File: src/rtl/i2c_slave.sv
// I2C slave: synchronized scl/sda, START/STOP detection, 7-bit address match,
// byte receive with ACK, and byte transmit with master ACK/NACK handling.
module i2c_slave #(
    parameter logic [6:0] SLAVE_ADDR  = 7'h2A,
    parameter int         SYNC_STAGES = 2
) (
    input  logic       clk,
    input  logic       reset,
    input  logic       scl,
    input  logic       sda_in,
    output logic       sda_oe,
    input  logic [7:0] tx_data,
    output logic       tx_req,
    output logic [7:0] rx_data,
    output logic       rx_valid,
    output logic       rw,
    output logic       busy
);

    typedef enum logic [2:0] {
        IDLE, ADDR, ADDR_ACK, RX, RX_ACK, TX, TX_ACK, IGNORE
    } state_e;

    logic [SYNC_STAGES-1:0] scl_sync_q, sda_sync_q;
    logic                   scl_prev_q, sda_prev_q;
    logic                   scl_s, sda_s;
    logic                   scl_rise, scl_fall, start_det, stop_det;

    state_e      state_q, state_d;
    logic [3:0]  bit_cnt_q, bit_cnt_d;
    logic [7:0]  shift_q, shift_d;
    logic [7:0]  rx_data_q, rx_data_d;
    logic        sda_oe_q, sda_oe_d;
    logic        busy_q, busy_d;
    logic        rw_q, rw_d;
    logic        rx_valid_q, rx_valid_d;
    logic        tx_req_q, tx_req_d;

    logic [7:0]  byte_in;
    logic        last_bit, addr_hit;

    // Synchronizers idle high so reset release never looks like a START.
    always_ff @(posedge clk) begin
        if (reset) begin
            scl_sync_q <= '1;
            sda_sync_q <= '1;
            scl_prev_q <= 1'b1;
            sda_prev_q <= 1'b1;
        end else begin
            scl_sync_q[0] <= scl;
            sda_sync_q[0] <= sda_in;
            for (int i = 1; i < SYNC_STAGES; i++) begin
                scl_sync_q[i] <= scl_sync_q[i-1];
                sda_sync_q[i] <= sda_sync_q[i-1];
            end
            scl_prev_q <= scl_sync_q[SYNC_STAGES-1];
            sda_prev_q <= sda_sync_q[SYNC_STAGES-1];
        end
    end

    assign scl_s     = scl_sync_q[SYNC_STAGES-1];
    assign sda_s     = sda_sync_q[SYNC_STAGES-1];
    assign scl_rise  =  scl_s & ~scl_prev_q;
    assign scl_fall  = ~scl_s &  scl_prev_q;
    assign start_det =  scl_s &  sda_prev_q & ~sda_s;
    assign stop_det  =  scl_s & ~sda_prev_q &  sda_s;

    assign byte_in  = {shift_q[6:0], sda_s};
    assign last_bit = (bit_cnt_q == 4'd1);
    assign addr_hit = (byte_in[7:1] == SLAVE_ADDR);

    // NOTE: sequential state uses non-blocking assignments so every flop samples pre-edge values.
    always_ff @(posedge clk) begin
        if (reset) begin
            state_q    <= IDLE;
            bit_cnt_q  <= 4'd8;
            shift_q    <= 8'h00;
            rx_data_q  <= 8'h00;
            sda_oe_q   <= 1'b0;
            busy_q     <= 1'b0;
            rw_q       <= 1'b0;
            rx_valid_q <= 1'b0;
            tx_req_q   <= 1'b0;
        end else begin
            state_q    <= state_d;
            bit_cnt_q  <= bit_cnt_d;
            shift_q    <= shift_d;
            rx_data_q  <= rx_data_d;
            sda_oe_q   <= sda_oe_d;
            busy_q     <= busy_d;
            rw_q       <= rw_d;
            rx_valid_q <= rx_valid_d;
            tx_req_q   <= tx_req_d;
        end
    end

    // START/STOP outrank scl edges; the ACK phases use sda_oe_q to tell first fall from second.
    always_comb begin
        state_d = state_q;
        if (start_det) begin
            state_d = ADDR;
        end else if (stop_det) begin
            state_d = IDLE;
        end else begin
            case (state_q)
                ADDR:     if (scl_rise && last_bit) state_d = addr_hit ? ADDR_ACK : IGNORE;
                ADDR_ACK: if (scl_fall && sda_oe_q) state_d = rw_q ? TX : RX;
                RX:       if (scl_rise && last_bit) state_d = RX_ACK;
                RX_ACK:   if (scl_fall && sda_oe_q) state_d = RX;
                TX:       if (scl_rise && last_bit) state_d = TX_ACK;
                TX_ACK:   if (scl_rise)             state_d = sda_s ? IGNORE : TX;
                default:  ;
            endcase
        end
    end

    always_comb begin
        // NOTE: every comb output gets a default first so no path can infer a latch.
        bit_cnt_d  = bit_cnt_q;
        shift_d    = shift_q;
        rx_data_d  = rx_data_q;
        sda_oe_d   = sda_oe_q;
        busy_d     = busy_q;
        rw_d       = rw_q;
        rx_valid_d = 1'b0;
        tx_req_d   = 1'b0;
        if (start_det) begin
            bit_cnt_d = 4'd8;
            sda_oe_d  = 1'b0;
        end else if (stop_det) begin
            bit_cnt_d = 4'd8;
            sda_oe_d  = 1'b0;
            busy_d    = 1'b0;
        end else begin
            case (state_q)
                ADDR: if (scl_rise) begin
                    shift_d   = byte_in;
                    bit_cnt_d = last_bit ? 4'd8 : bit_cnt_q - 4'd1;
                    if (last_bit) begin
                        busy_d = addr_hit;
                        if (addr_hit) rw_d = sda_s;
                    end
                end
                ADDR_ACK, RX_ACK: if (scl_fall) begin
                    if (!sda_oe_q) begin
                        sda_oe_d = 1'b1;
                    end else begin
                        sda_oe_d  = 1'b0;
                        bit_cnt_d = 4'd8;
                        if (state_q == ADDR_ACK && rw_q) begin
                            shift_d  = tx_data;
                            tx_req_d = 1'b1;
                            sda_oe_d = ~tx_data[7];
                        end
                    end
                end
                RX: if (scl_rise) begin
                    shift_d   = byte_in;
                    bit_cnt_d = last_bit ? 4'd8 : bit_cnt_q - 4'd1;
                    if (last_bit) begin
                        rx_data_d  = byte_in;
                        rx_valid_d = 1'b1;
                    end
                end
                TX: begin
                    if (scl_rise) begin
                        shift_d   = {shift_q[6:0], 1'b0};
                        bit_cnt_d = last_bit ? 4'd8 : bit_cnt_q - 4'd1;
                    end else if (scl_fall) begin
                        sda_oe_d = ~shift_q[7];
                    end
                end
                TX_ACK: begin
                    if (scl_fall) sda_oe_d = 1'b0;
                    if (scl_rise && !sda_s) begin
                        shift_d   = tx_data;
                        tx_req_d  = 1'b1;
                        bit_cnt_d = 4'd8;
                    end
                end
                default: sda_oe_d = 1'b0;
            endcase
        end
    end

    assign sda_oe   = sda_oe_q;
    assign busy     = busy_q;
    assign rw       = rw_q;
    assign rx_data  = rx_data_q;
    assign rx_valid = rx_valid_q;
    assign tx_req   = tx_req_q;

endmodule

File: config.mk
export PLATFORM = sky130hd
export DESIGN_NAME = i2c_slave
export DESIGN_NICKNAME = d
export VERILOG_FILES = /design/src/rtl/i2c_slave.sv
export SDC_FILE = /design/constraint.sdc
export NUM_CORES = 1
export LEC_CHECK = 0
export ABC_AREA = 1
export BUFFER_PORTS_ARGS = -buffer_cell sky130_fd_sc_hd__clkbuf_2
export CORE_UTILIZATION = 40
export CTS_CLUSTER_SIZE = 20
export DETAILED_ROUTE_END_ITERATION = 8
export GPL_ROUTABILITY_DRIVEN = 0
export PLACE_DENSITY = 0.66
export REMOVE_ABC_BUFFERS = 1
export SKIP_CTS_REPAIR_TIMING = 1
export SYNTH_ARGS = -nofsm -noshare
export SYNTH_HDL_FRONTEND = slang
export SYNTH_SLANG_ARGS = --single-unit
File: constraint.sdc
create_clock -name clk -period 3.2 [get_ports clk]
set_clock_uncertainty 0.05 [all_clocks]
set_input_delay 0.16 -clock clk [delete_from_list [all_inputs] [get_ports clk]]
set_output_delay 0.16 -clock clk [all_outputs]
set_load 0.05 [all_outputs]
==> results.json, run 1 <==
{
  "hold_viol_final": 0,
  "setup.worst_path.class": "register to register",
  "totalWireLength_um": 4060,
  "worstPathArrival_ps": 2040,
  "yosys_most_used_dff": "sky130_fd_sc_hd__dfxtp_1",
  "fin_cells": 340,
  "detail_route.vias_per_cell": 4.86,
  "clock-sinks": 34,
  "postSynth.asyncResetShare": 0,
  "synth.top_cells.by_count": "sky130_fd_sc_hd__nor2_1, sky130_fd_sc_hd__nand2_1, sky130_fd_sc_hd__dfxtp_1, sky130_fd_sc_hd__inv_1, sky130_fd_sc_hd__nand3_1",
  "numPlacedInstances": 330,
  "seq_area_frac_synth": 0.365,
  "remaining_drc_errors": 0,
  "synth_top_cell_area_share": 0.365,
  "grt_start_max_net_pins": 21,
  "total_leakage_power_nw": 1.00,
  "status": "complete, no violations",
  "ctsRootBufferMaster": "sky130_fd_sc_hd__clkbuf_8",
  "tns_ps": 0,
  "postSynthRegisterBits": 34,
  "initial_utilization": 0.422,
  "io_buffer_count": 24,
  "most_common_cell_in_the_netlist": "sky130_fd_sc_hd__nor2_1",
  "post_synth_inst_count": 261,
  "std_cell_rows": 24,
  "antennaDiodeCount": 0,
  "post-route-min-period_ps": 1890,
  "routed-via-count": 1652,
  "setup.worst_path.end_class": "register",
  "grt_pass1_vias": 1540,
  "syn_area_sq_mm": 0.00186,
  "fraction_of_layout_instances_using_a_drive_strength_above_1": 0.257,
  "final_design_area_no_fill_sq_mm": 0.00212,
  "h-tree-depth": 2,
  "maximum_clock_frequency_mhz": 529,
  "worst_ir_drop_vdd_v": 0.000559,
  "first_pass_grt_wire_length_um": 6960,
  "cts_tree": "built",
  "crit_path_max_fanout": 17,
  "detailed_place.area_sq_mm": 0.00199,
  "required_worst_endpoint_ps": 3350,
  "route.detailed.wl_per_inst_um": 11.9,
  "syn_avg_cell_area_sq_um": 7.14,
  "maxCapViolations": 0,
  "die_area_sq_mm": 0.00494,
  "io_pins": 25,
  "floorplan.die.width_um": 70.3,
  "dr.pass1.iters": 4,
  "timing.final.setup_violations": 0,
  "power_density_mw_per_mm2": 1030,
  "finalNetCount": 301,
  "synth-warning-count": 0,
  "clockBufferDepth": 2,
  "1st_iter_drt_viols": 69,
  "dp_wirelength_um": 2910,
  "drt.antenna.violating_nets": 0,
  "slew_viol_final": 0,
  "period_utilisation_layout": 0.591,
  "grt_util_all_layers": 0.179,
  "max-slew-margin-rel": 0.616,
  "cts_buffers": 5,
  "gr-total-overflow": 0,
  "worst_slew_pin_slew_ps": 575,
  "antenna_found_initial": 0,
  "report.power.total_mw": 2.19,
  "worst_skew_pair.late_latency_ps": 300,
  "fp.coreArea_sq_mm": 0.00441,
  "synth.lib_cells_used.distinct": 34,
  "syn_to_final_growth_pct": 14.0,
  "worstHoldPathType": "input port to register",
  "netlist.top_cell.by_area": "sky130_fd_sc_hd__dfxtp_1",
  "synth_edf_count": 0,
  "clkTransAtPathRegs_ps": 70,
  "timing.critical_path.from_type": "register",
  "synth_top_cells_by_area": "sky130_fd_sc_hd__dfxtp_1, sky130_fd_sc_hd__nor2_1, sky130_fd_sc_hd__nand2_1, sky130_fd_sc_hd__nand3_1, sky130_fd_sc_hd__inv_1",
  "grt_setup_unrepaired": "no",
  "die_height_um": 70.3
}
-- per-layer routing --
metal,part of all wire,GRT usage
met4,0.016,0.0667
met1,0.47,0.224
met2,0.48,0.291
met3,0.037,0.0505
met5,0,0
-- power by group --
group	total, mW	internal, mW	switching (mW)
clock	0.404	0.232	0.173
combinational	1.11	0.395	0.718
sequential	0.670	0.528	0.142
total	2.19	1.16	1.03
-- logic make-up after synthesis --
kind of cell               count (synthesis)  synth area share
xor gates and xnor gates                   2           0.00940
adders and majority gates                  2            0.0134
DFF                                       34             0.365
buffers and inverters                     37            0.0933
AOI/OAI and AO/OA                         43             0.140
and+or+nand+nor                          143             0.379
-- cells in the final DEF, fill, tap and decap left out, drive strengths merged, types with 2 or more instances in the layout --
cell / n
nand3: 22
dfxtp: 34
xor2: 2
dlygate4sd3: 2
nand2: 54
clkbuf: 29
inv: 30
a21oi: 23
o21ai: 17
or2: 5
clkinvlp: 2
nor3: 4
nor2: 53
nand3b: 2
ha: 2
nand4: 3
-- layout make-up --
class	count	area [sq um]
Clock buffer	5	68.8
Clock inverter	3	45.0
Fill cell	442	2290
Inverter	30	115
Multi-Input combinational cell	190	1010
Sequential cell	34	681
Tap cell	52	65.1
Timing Repair Buffer	26	140
-- state kept, by name (all words and copies together), names as in the netlist, 2 cells and up --
name and flops:
rx_data 8, shift_q 8, bit_cnt_q 4, state_q 3, scl_sync_q 2, sda_sync_q 2
-- through the flow --
step	hold slack (ps)	util	worst slack, ps
finish	86.2	0.481	1310
global placement	293	0.451	1400
detailed placement	295	0.451	1340
global route	94.4	0.481	1140
floorplan	182	-	1560
CTS	-20.4	0.477	1310
-- worst paths after layout --
kind / from / to / slack (ps) / cells after the start
max reg2reg: state_q[2] / shift_q[3] / 1310 / 9
min: reset / rx_valid / 90 / 2
max: state_q[2] / shift_q[3] / 1310 / 9
min reg2reg: scl_sync_q[0] / scl_sync_q[1] / 360 / 1
-- worst max-delay path, stage by stage (launching register included) --
cell	delay [ps]
sky130_fd_sc_hd__dfxtp_1	550
sky130_fd_sc_hd__inv_4	90
sky130_fd_sc_hd__nand2_1	150
sky130_fd_sc_hd__nand2_4	140
sky130_fd_sc_hd__nand2_2	110
sky130_fd_sc_hd__nand2_2	70
sky130_fd_sc_hd__nor2_4	360
sky130_fd_sc_hd__nand3_1	140
sky130_fd_sc_hd__nand2_1	90
sky130_fd_sc_hd__nor2_1	50
No activity file was read; power rests on OpenSTA's default activity.
==> run 2, diff against run 1 <==
--- a/config.mk
+++ b/config.mk
@@ -11,7 +11,7 @@
 export CTS_CLUSTER_SIZE = 20
 export DETAILED_ROUTE_END_ITERATION = 8
 export GPL_ROUTABILITY_DRIVEN = 0
-export PLACE_DENSITY = 0.66
+export PLACE_DENSITY = 0.68
 export REMOVE_ABC_BUFFERS = 1
 export SKIP_CTS_REPAIR_TIMING = 1
 export SYNTH_ARGS = -nofsm -noshare
==> constraint.sdc (replaced) <==
create_clock -name clk -period 1.6 [get_ports clk]
set_clock_uncertainty 0.05 [all_clocks]
set_input_delay 0.08 -clock clk [delete_from_list [all_inputs] [get_ports clk]]
set_output_delay 0.08 -clock clk [all_outputs]
set_load 0.05 [all_outputs]
==> results.json, run 2 (synthesis gave the netlist of run 1 again) <==
{
  "clkTransAtPathRegs_ps": 80,
  "timing.critical_path.from_type": "register",
  "totalWireLength_um": 4490,
  "antenna_found_initial": 0,
  "die_area_sq_mm": 0.00494,
  "cts_buffers": 5,
  "worstPathArrival_ps": 1710,
  "fraction_of_layout_instances_using_a_drive_strength_above_1": 0.334,
  "first_pass_grt_wire_length_um": 7350,
  "cts_tree": "built",
  "dp_wirelength_um": 3110,
  "grt_util_all_layers": 0.190,
  "worst_ir_drop_vdd_v": 0.00107,
  "finalNetCount": 324,
  "max_stage_delay_ps": 390,
  "gr-total-overflow": 0,
  "required_worst_endpoint_ps": 1780,
  "io_pins": 25,
  "route.detailed.wl_per_inst_um": 12.4,
  "clock-sinks": 34,
  "timing.final.setup_violations": 0,
  "period_utilisation_layout": 0.955,
  "failed_checks": "negative hold slack",
  "worstHoldPathType": "input port to register",
  "critical_path.n_buffers_inverters": 2,
  "worst_skew_pair.late_latency_ps": 290,
  "layout_common_cells": "sky130_fd_sc_hd__nor2_1, sky130_fd_sc_hd__nand2_1, sky130_fd_sc_hd__dfxtp_1",
  "routed-via-count": 1763,
  "timing.critical_path.slowest_stage_cell": "sky130_fd_sc_hd__dfxtp_4",
  "numPlacedInstances": 346,
  "setup.worst_path.class": "register to register",
  "fp.coreArea_sq_mm": 0.00441,
  "1st_iter_drt_viols": 97,
  "hold_viol_final": 1,
  "ctsRootBufferMaster": "sky130_fd_sc_hd__clkbuf_8",
  "io_buffer_count": 24,
  "grt_start_max_net_pins": 21,
  "crit_path_max_fanout": 8,
  "floorplan.die.width_um": 70.3,
  "die_height_um": 70.3,
  "whs_ps": -0.686,
  "maximum_clock_frequency_mhz": 654,
  "syn_to_final_growth_pct": 28.6,
  "h-tree-depth": 2,
  "status": "finished, violations left",
  "power_density_mw_per_mm2": 2230,
  "drt.antenna.violating_nets": 0,
  "remaining_drc_errors": 0,
  "total_leakage_power_nw": 1.14,
  "maxCapViolations": 0,
  "post-route-min-period_ps": 1530,
  "clockBufferDepth": 2,
  "initial_utilization": 0.422,
  "std_cell_rows": 24,
  "max-slew-margin-rel": 0.621,
  "grt_pass1_vias": 1667,
  "slew_viol_final": 0,
  "setup.worst_path.end_class": "register",
  "antennaDiodeCount": 0,
  "fin_cells": 363,
  "worst_slew_pin_slew_ps": 568,
  "grt_setup_unrepaired": "yes",
  "layout_commonest_cell": "sky130_fd_sc_hd__nor2_1",
  "final_util": 0.543,
  "critical_path.cell_chain": "buf_4 > nand3_2 > nand2_4 > nand2_1 > nand2_4 > nor2_8 > buf_4 > a21oi_2 > nor2_1",
  "dr.pass1.iters": 4,
  "detail_route.vias_per_cell": 4.86,
  "path_delay_family": "simple AND/OR/NAND/NOR gates"
}
[run 2: cell types whose count changed in the layout (fill, tap and decap cells not counted), sizes merged]
cell      delta
buf         +21
clkinvlp     -2
bufinv       +1
clkbuf       +1
clkinv       +1
nor2         +1
[run 2: where the power goes]
| group | internal, mW | leakage (nW) | switching [mW] |
|---|---|---|---|
| Combinational | 1.32 | 0.796 | 1.70 |
| Clock | 0.625 | 0.0683 | 0.356 |
| Sequential | 1.08 | 0.278 | 0.275 |
[run 2: area by class of cell]
cell class / count / area (sq um)
multi-input cells: 191 / 1050
fillers: 438 / 2020
inverters: 30 / 118
flip-flops and latches: 34 / 692
repair buffers: 48 / 339
clock buffers: 5 / 68.8
well taps: 52 / 65.1
clock inverters: 3 / 68.8
[run 2: final timing paths]
kind	startpoint	end	slack (ps)	cells past startpoint
setup / recovery	state_q[2]	shift_q[2]	70	9
hold / removal	reset	busy	-0.7	2
setup reg to reg	state_q[2]	shift_q[2]	70	9
hold reg to reg	sda_sync_q[0]	sda_sync_q[1]	360	1
[run 2: layer usage]
| layer | global-route usage | routed length [um] | vias up |
|---|---|---|---|
| li1 | - | - | 935 |
| met4 | 0.0956 | 56 | 0 |
| met1 | 0.230 | 2000 | 791 |
| met5 | 0 | 0 | - |
| met2 | 0.321 | 2280 | 30 |
| met3 | 0.0361 | 158 | 7 |
[run 2: per-stage QoR]
| stage | area [sq um] | TNS (ps) | worst slack [ps] | total power, mW |
|---|---|---|---|---|
| floorplan | 1810 | -299 | -37.3 | 3.16 |
| global placement | 2120 | 0 | 0.460 | 3.83 |
| detailed placement | 2120 | -139 | -40.4 | 3.88 |
| CTS | 2260 | -315 | -106 | 4.87 |
| global route | 2400 | -127 | -38.7 | 5.79 |
| finish | 2400 | 0 | 71.7 | 5.35 |
==> run 3, diff against run 2 <==
--- a/config.mk
+++ b/config.mk
@@ -7,11 +7,12 @@
 export LEC_CHECK = 0
 export ABC_AREA = 1
 export BUFFER_PORTS_ARGS = -buffer_cell sky130_fd_sc_hd__clkbuf_2
+export CORE_MARGIN = 4
 export CORE_UTILIZATION = 40
 export CTS_CLUSTER_SIZE = 20
 export DETAILED_ROUTE_END_ITERATION = 8
 export GPL_ROUTABILITY_DRIVEN = 0
-export PLACE_DENSITY = 0.68
+export PLACE_DENSITY_LB_ADDON = 0.08
 export REMOVE_ABC_BUFFERS = 1
 export SKIP_CTS_REPAIR_TIMING = 1
 export SYNTH_ARGS = -nofsm -noshare
==> results.json, run 3 (synthesis gave the netlist of run 1 again) <==
{
  "routed-via-count": 1740,
  "timing.final.setup_violations": 0,
  "clkTransAtPathRegs_ps": 80,
  "setup.worst_path.end_class": "register",
  "failed_checks": "negative hold slack",
  "internal_power_contribution_mw": 2.62,
  "fin_cells": 369,
  "gr-total-overflow": 0,
  "worst_setup_path_startpoint": "state_q[1]",
  "layout_commonest_cell": "sky130_fd_sc_hd__nor2_1",
  "slew_viol_final": 0,
  "worstPathArrival_ps": 1710,
  "total_switching_power_mw": 2.20,
  "power_frac_comb": 0.588,
  "grt_start_max_net_pins": 18,
  "syn_to_final_growth_pct": 27.2,
  "maxCapViolations": 0,
  "fraction_of_layout_instances_using_a_drive_strength_above_1": 0.356,
  "clock-sinks": 34,
  "cts_buffers": 5,
  "antenna_found_initial": 0,
  "maximum_clock_frequency_mhz": 655,
  "max-slew-margin-rel": 0.675,
  "post-route-min-period_ps": 1530,
  "setup.worst_path.class": "register to register",
  "io_buffer_count": 24,
  "cts_tree": "built",
  "rr_startpoint": "state_q[1]",
  "detail_route.vias_per_cell": 4.72,
  "period_utilisation_layout": 0.954,
  "grt_pass1_vias": 1663,
  "whs_ps": -8.45,
  "antennaDiodeCount": 0,
  "finalNetCount": 330,
  "numPlacedInstances": 355,
  "ctsRootBufferMaster": "sky130_fd_sc_hd__clkbuf_8",
  "first_pass_grt_wire_length_um": 7530,
  "required_worst_endpoint_ps": 1780,
  "timing.critical_path.from_type": "register",
  "die_area_sq_mm": 0.00582,
  "route.detailed.wl_per_inst_um": 12.0,
  "worstHoldPathType": "input port to register",
  "nFillCells": 443,
  "h-tree-depth": 2,
  "die_height_um": 76.3,
  "grt_setup_unrepaired": "yes",
  "final_design_area_no_fill_sq_mm": 0.00237,
  "hold_path.startpoint": "reset",
  "dp_wirelength_um": 3330,
  "fp.coreArea_sq_mm": 0.00444,
  "total_leakage_power_nw": 1.14,
  "r2r_cells": 9,
  "io_pins": 25,
  "hold_viol_final": 1,
  "initial_utilization": 0.419,
  "detailed_place.area_sq_mm": 0.00219,
  "timing.hold.worst_endpoint": "busy",
  "crit_path_max_fanout": 15,
  "std_cell_rows": 24,
  "layout_common_cells": "sky130_fd_sc_hd__nor2_1, sky130_fd_sc_hd__nand2_1, sky130_fd_sc_hd__dfxtp_1",
  "p_sw_frac": 0.457,
  "grt_util_all_layers": 0.160,
  "drt.antenna.violating_nets": 0,
  "tns_ps": 0,
  "power.sequential.fraction": 0.271,
  "place_ws_ps": 42.0,
  "power_density_mw_per_mm2": 2030,
  "status": "finished, violations left",
  "worst_slew_pin_slew_ps": 487,
  "finalWorstSetupSlack_ps": 74.0,
  "worst_ir_drop_vdd_v": 0.000882,
  "floorplan.die.width_um": 76.3,
  "remaining_drc_errors": 0,
  "dr.pass1.iters": 4,
  "rr_endpoint": "shift_q[2]",
  "totalWireLength_um": 4420,
  "clockBufferDepth": 2,
  "worst_skew_pair.late_latency_ps": 290,
  "min_path_cells": 2,
  "power.clock.fraction": 0.142,
  "worst-r2r-setup-slack_ps": 70,
  "1st_iter_drt_viols": 91
}
[run 3: changes by cell type in the layout (fill, tap and decap cells not counted), sizes merged]
| cell | previous run | this run |
|---|---|---|
| clkinvlp | 0 | 1 |
| bufinv | 2 | 0 |
| nor2 | 54 | 53 |
| buf | 21 | 29 |
[run 3: layout make-up]
type	count	area, sq um	area share
Clock buffer	6	82.6	0.0348
Clock inverter	2	12.5	0.00528
Inverter	30	115	0.0485
Multi-Input combinational cell	190	1040	0.437
Sequential cell	34	686	0.289
Tap cell	52	65.1	0.0274
Timing Repair Buffer	55	374	0.158
[run 3: worst max path at each step]
stage / end / slack [ps]
3_5_place_dp: bit_cnt_q[3] / 40
2_1_floorplan: shift_q[0] / -40
3_3_place_gp: bit_cnt_q[3] / 30
4_1_cts: sda_oe / 20
5_1_grt: rx_data[3] / -10
6_report: shift_q[2] / 70
[run 3: power by group through the flow]
| stage | Combinational, mW | Sequential [mW] | Clock (mW) |
|---|---|---|---|
| 6_report | 2.83 | 1.30 | 0.683 |
| 5_1_grt | 3.17 | 1.34 | 0.747 |
| 4_1_cts | 2.64 | 1.29 | 0.709 |
| 3_5_place_dp | 2.63 | 1.30 | 0 |
| 3_3_place_gp | 2.63 | 1.31 | 0 |
| 2_1_floorplan | 1.83 | 1.32 | 0 |
[run 3: per-stage QoR]
stage               power (mW)  utilization  hold slack (ps)
finish                    4.82        0.534            -8.45
detailed placement        3.93        0.493              215
global placement          3.94        0.493              212
global route              5.25        0.534             13.8
floorplan                 3.16            -              102
CTS                       4.64        0.514            -92.8
[run 3: worst max-delay path, cell delays in order (launching register included)]
cell and delay (ps):
sky130_fd_sc_hd__dfxtp_2 370, sky130_fd_sc_hd__buf_4 160, sky130_fd_sc_hd__nand3_2 80, sky130_fd_sc_hd__nand2_4 70, sky130_fd_sc_hd__nand2_1 100, sky130_fd_sc_hd__nand2_2 100
sky130_fd_sc_hd__nor2_8 240, sky130_fd_sc_hd__buf_4 170, sky130_fd_sc_hd__a21oi_2 40, sky130_fd_sc_hd__nor2_1 90
[run 3: routing by layer]
metal / vias up / part of all wire / track usage
met3: 7 / 0.036 / 0.0378
li1: 953 / - / -
met1: 748 / 0.50 / 0.210
met2: 32 / 0.44 / 0.244
met5: - / 0 / 0
met4: 0 / 0.019 / 0.0761
